### config.mk
export PLATFORM = sky130hd
export DESIGN_NAME = pll_lock_detect
export DESIGN_NICKNAME = d
export VERILOG_FILES = /design/src/rtl/pll_pkg.sv /design/src/rtl/pll_err_mag.sv /design/src/rtl/pll_lock_detect.sv
export SDC_FILE = /design/constraint.sdc
export NUM_CORES = 1
export LEC_CHECK = 0
export BUFFER_PORTS_ARGS = -buffer_cell sky130_fd_sc_hd__clkbuf_2
export CAP_MARGIN = 15
export CORE_AREA = 2 2 77 64
export DETAILED_ROUTE_END_ITERATION = 16
export DIE_AREA = 0 0 79 66
export HOLD_SLACK_MARGIN = 0.03
export SYNTH_ARGS = -nofsm -noshare
export SYNTH_HDL_FRONTEND = slang
export SYNTH_HIERARCHICAL = 1
export SYNTH_SLANG_ARGS = --single-unit
export TNS_END_PERCENT = 5
### constraint.sdc
create_clock -name i_refclk -period 6.55 [get_ports i_refclk]
set_input_delay 0.9825 -clock i_refclk [delete_from_list [all_inputs] [get_ports i_refclk]]
set_output_delay 0.9825 -clock i_refclk [all_outputs]
set_load 0.01 [all_outputs]
### src/rtl/pll_pkg.sv
// pll_pkg: shared lock-state encoding and default widths for the PLL lock detector
package pll_pkg;
    typedef enum logic [1:0] {
        IDLE   = 2'd0,
        ACQ    = 2'd1,
        LOCKED = 2'd2,
        SLIP   = 2'd3
    } lock_state_e;
    localparam int ERR_W_DEF   = 32;
    localparam int LOCK_TIME_W = 16;
endpackage

### src/rtl/pll_err_mag.sv
// pll_err_mag: |err| in ERR_W+1 bits and good/bad classification against the lock tolerances
// Ports: i_err (signed phase error), o_good (|err| <= LOCK_TOL), o_bad (|err| > UNLOCK_TOL)
module pll_err_mag #(
    parameter int ERR_W      = 32,
    parameter int LOCK_TOL   = 4,
    parameter int UNLOCK_TOL = 16
)(
    input  logic signed [ERR_W-1:0] i_err,
    output logic                    o_good,
    output logic                    o_bad
);
    logic [ERR_W:0] w_ext;
    logic [ERR_W:0] w_mag;
    // One extra bit keeps the most negative input from wrapping back to itself
    always_comb begin
        w_ext  = {i_err[ERR_W-1], i_err};
        w_mag  = i_err[ERR_W-1] ? -w_ext : w_ext;
        o_good = w_mag <= (ERR_W+1)'(LOCK_TOL);
        o_bad  = w_mag >  (ERR_W+1)'(UNLOCK_TOL);
    end
endmodule

### src/rtl/pll_lock_detect.sv
// pll_lock_detect: count-plus-tolerance hysteresis lock detector on the PLL phase error
// Ports: i_refclk clock, i_resetn sync active-low reset, i_restart sync clear to IDLE,
//        i_err_valid/i_err phase-error sample, o_locked lock flag, o_lock_state FSM state,
//        o_lost_lock one-cycle pulse on loss of lock, o_lock_time cycles to first lock
//        (o_lock_time only when PLL_LOCK_TIME_EN is defined)
module pll_lock_detect
    import pll_pkg::*;
#(
    parameter int ERR_W      = ERR_W_DEF,
    parameter int LOCK_TOL   = 4,
    parameter int UNLOCK_TOL = 16,
    parameter int LOCK_CNT   = 16,
    parameter int UNLOCK_CNT = 4
)(
    input  logic                    i_refclk,
    input  logic                    i_resetn,
    input  logic                    i_restart,
    input  logic                    i_err_valid,
    input  logic signed [ERR_W-1:0] i_err,
    output logic                    o_locked,
    output logic [1:0]              o_lock_state,
    output logic                    o_lost_lock
`ifdef PLL_LOCK_TIME_EN
    ,output logic [LOCK_TIME_W-1:0] o_lock_time
`endif
);
    localparam int CNT_MAX = LOCK_CNT > UNLOCK_CNT ? LOCK_CNT : UNLOCK_CNT;
    localparam int CNT_W   = $clog2(CNT_MAX + 1);

    if (UNLOCK_TOL < LOCK_TOL || LOCK_CNT < 1 || UNLOCK_CNT < 1) begin : g_param_chk
        $error("pll_lock_detect: invalid tolerance/count parameters");
    end

    lock_state_e      r_state;
    logic [CNT_W-1:0] r_good;
    logic [CNT_W-1:0] r_bad;
    logic             w_good;
    logic             w_bad;
    logic             w_acq;
    logic [CNT_W-1:0] w_gnext;
    logic [CNT_W-1:0] w_bnext;
    logic             w_to_lock;
    logic             w_unlock;

    pll_err_mag #(
        .ERR_W      (ERR_W),
        .LOCK_TOL   (LOCK_TOL),
        .UNLOCK_TOL (UNLOCK_TOL)
    ) u_mag (
        .i_err  (i_err),
        .o_good (w_good),
        .o_bad  (w_bad)
    );

    // Counters are zero on entry to IDLE, LOCKED and ACQ-after-unlock, so the
    // same increment serves the first sample out of IDLE and the SLIP run.
    always_comb begin
        w_acq     = r_state == IDLE || r_state == ACQ;
        w_gnext   = w_good ? r_good + 1'b1 : '0;
        w_bnext   = r_bad + 1'b1;
        w_to_lock = i_err_valid && w_acq && w_gnext == CNT_W'(LOCK_CNT);
        w_unlock  = i_err_valid && !w_acq && w_bad && w_bnext == CNT_W'(UNLOCK_CNT);
    end

    always_ff @(posedge i_refclk) begin
        if (!i_resetn || i_restart) begin
            r_state     <= IDLE;
            r_good      <= '0;
            r_bad       <= '0;
            o_locked    <= 1'b0;
            o_lost_lock <= 1'b0;
        end else begin
            o_lost_lock <= w_unlock;
            if (i_err_valid) begin
                if (w_acq) begin
                    r_state  <= w_to_lock ? LOCKED : ACQ;
                    r_good   <= w_to_lock ? '0 : w_gnext;
                    o_locked <= w_to_lock;
                end else if (w_bad) begin
                    r_state  <= w_unlock ? ACQ : SLIP;
                    r_bad    <= w_unlock ? '0 : w_bnext;
                    o_locked <= !w_unlock;
                end else begin
                    r_state <= LOCKED;
                    r_bad   <= '0;
                end
            end
        end
    end

    assign o_lock_state = r_state;

`ifdef PLL_LOCK_TIME_EN
    logic r_lt_done;
    // Counts every cycle (valid or not) until the first lock, then freezes for good
    always_ff @(posedge i_refclk) begin
        if (!i_resetn || i_restart) begin
            o_lock_time <= '0;
            r_lt_done   <= 1'b0;
        end else begin
            if (!r_lt_done && o_lock_time != '1)
                o_lock_time <= o_lock_time + 1'b1;
            if (w_to_lock)
                r_lt_done <= 1'b1;
        end
    end
`endif
endmodule

==> results.yml <==
outcome:
  status: "completed"
sta:
  hold_violations: 0
  tightest_slew_ps: 745
  slew_headroom_pct: 49.9
  setup_viol: 0
  finClkSkew_ps: 7.34
  rsz0062_at_grt: "no"
  min_period_ps: 4860
  max_freq_ghz: 0.206
  tns_ps: 0
  fin_crit_sh_pct: 74.2
  drv_slew: 0
  timing.hold.ws_ps: 497
cells_and_area:
  postLayoutCellArea_um2: 2130
  layout.nets: 326
  diodes: 0
  layout_commonest_cell: "clkbuf_2"
  final_cell_mix: "clkbuf_2 (39), nand2_1 (28), nor2_1 (23), nand3_1 (15), dfxtp_1 (14)"
  fin_util_pct: 47.8
  area_growth_pct: 13.6
  fill_cells: 471
  drive_above_1_share_pct: 21.1
placed_design:
  gp_congestion: 0.907
  port_buffers: 39
  dp_hpwl_um: 3990
  place_area_um2: 2080
detailed_routing:
  drc: 0
  avgRoutedWirePerCell_um: 15.2
  first_iter_violations: 157
  vias_per_cell: 6.19
  vias: 2136
  dr.pass1.iters: 6
  wl_um: 5240
  postRouteAntennaNets: 0
synthesis:
  synth_cell_types: 65
  synth_seq_cells: 14
  synth-main-ff-cell: "dfxtp_1"
  netlist_instances: 254
  ys_seq_area_share_pct: 14.9
  postSynth.asyncResetShare_pct: 0
  synth_area_leaders: "dfxtp_1 (15%), nand2_1 (5.6%), nor2_1 (4.6%)"
  syn_area_um2: 1880
  synth_area_leader_cell: "dfxtp_1"
  postSynthAreaPerCell_um2: 7.39
  synth_top_area_share_pct: 14.9
  synth_edf_count: 0
  synthesis.nets: 294
  ys_warn_count: 6
clock_network:
  clk_latency_ps: 250
  cts_tree: "done"
  path_clk_slew_ps: 70
  cts_hold_buf: 0
  cts_buffers: 3
  clock-root-buffer: "clkbuf_8"
  post-cts-setup-buffers: 0
  ctsLongestPathBuffers: 2
  cts_max_level: 1
  clkSinkCount: 14
  post_cts.resized_instances: 0
worst_setup_path:
  crit_fanout: 9
  required_ps: 6700
  arrival_ps: 5010
  startpoint_type: "primary input"
  worst-setup-path-type: "in2reg"
  crit_path_end_kind: "register"
grt:
  grt_pass1_wl_um: 8870
  first_global_vias: 1875
  grt_overflow: 0
  grt_max_degree: 39
  antenna_found_initial: 0
  grtUsageTotal_pct: 20.9
power_and_ir_drop:
  p_comb_share_pct: 27.0
  leakagePower_nw: 0.692
  p_sw_mw: 0.0721
  power_density_nw_per_um2: 110
  ir_drop_uv: 50.6
  p_int_mw: 0.163
  power_frac_seq_pct: 36.5
  p_clk_share_pct: 36.5
  netSwitchingFraction_pct: 30.6
die:
  die_w_um: 79
  core_area_um2: 4460
  die_h_um: 66
  initial_core_util_pct: 42.1
  ios: 40
  rows: 22
  fp.dieArea_um2: 5210
run:
  max_cap_viol_count: 0
min_path:
  hp-class: "reg2reg"
[sequential cells by signal (all words and copies together) (netlist names)]
| register | count |
|---|---|
| o_lost_lock | 1 |
| o_lock_state | 2 |
| o_locked | 1 |
| r_bad | 5 |
| r_good | 5 |
[synthesized netlist by cell type, types with 4 or more instances]
cell type	instances
or4_1	7
or3_1	5
clkbuf_1	7
nand2_1	28
o211ai_1	4
nor3_1	13
nand4_1	6
nand3_1	15
a211oi_1	5
nor4_1	5
o21ai_0	6
nand4b_1	6
o311ai_0	5
inv_1	5
xnor2_1	4
nor2_1	23
dfxtp_1	14
ha_1	4
a21oi_1	13
a31oi_1	6
[power by group through the flow]
stage	combinational [mW]	sequential, mW	clock, mW
after floorplan	0.0377	0.0880	0
after global placement	0.0619	0.0877	0
after detailed placement	0.0621	0.0877	0
after CTS	0.0624	0.0858	0.0872
after global routing	0.0701	0.0858	0.0914
final	0.0635	0.0858	0.0860
[cell type report]
| type | count | area [µm²] | share of cell area [%] |
|---|---|---|---|
| Multi-Input combinational cell | 223 | 1510 | 70.7 |
| Sequential cell | 14 | 280 | 13.1 |
| Timing Repair Buffer | 39 | 195 | 9.15 |
| Tap cell | 60 | 75.1 | 3.52 |
| Clock buffer | 4 | 55.1 | 2.58 |
| Inverter | 5 | 18.8 | 0.880 |
[metrics by stage]
step | cells | total power [mW] | setup WS [ps]
2_1_floorplan | 254 | 0.126 | 2050
3_3_place_gp | 341 | 0.150 | 1620
3_5_place_dp | 341 | 0.150 | 1520
4_1_cts | 345 | 0.235 | 1790
5_1_grt | 345 | 0.247 | 1370
6_report | 345 | 0.235 | 1690
[critical path, cell delays in order]
cell and delay [ps]:
clkbuf_2 160, inv_1 110, ha_1 210, nor3b_2 420
nand4_1 350, nor4_1 480, mux2i_1 240, a211oi_1 60
or4_1 540, nor3_1 600, nand2_1 100, or4_4 520
a41o_1 240
[worst paths after layout]
check | start | end | slack, ps | cells after the start
worst max-delay path | i_err[1] | o_lock_state[0] | 1690 | 13
worst min-delay path | r_good[1] | r_good[1] | 500 | 2
worst max register to register | r_good[0] | o_lock_state[0] | 4750 | 5
worst min register to register | r_good[1] | r_good[1] | 500 | 2
[cell families (layout without fill, tap and decap cells)]
family | count (synthesis) | in the layout | synth area share (%)
mux | 6 | 6 | 3.40
buf+inv | 17 | 48 | 4.73
compound gates | 68 | 68 | 26.6
xor+xnor | 7 | 7 | 3.26
fa+ha+maj | 4 | 4 | 2.66
simple gates | 138 | 138 | 44.4
flops | 14 | 14 | 14.9
[routing by layer]
metal | part of all wire [%] | track usage [%] | up-vias
met4 | 0.34 | 2.80 | 0
met2 | 41 | 30.7 | 74
met1 | 51 | 31.2 | 999
li1 | - | - | 1061
met5 | 0 | 0 | -
met3 | 7.6 | 5.05 | 2
Note: power is estimated with default switching activity, not from simulation.
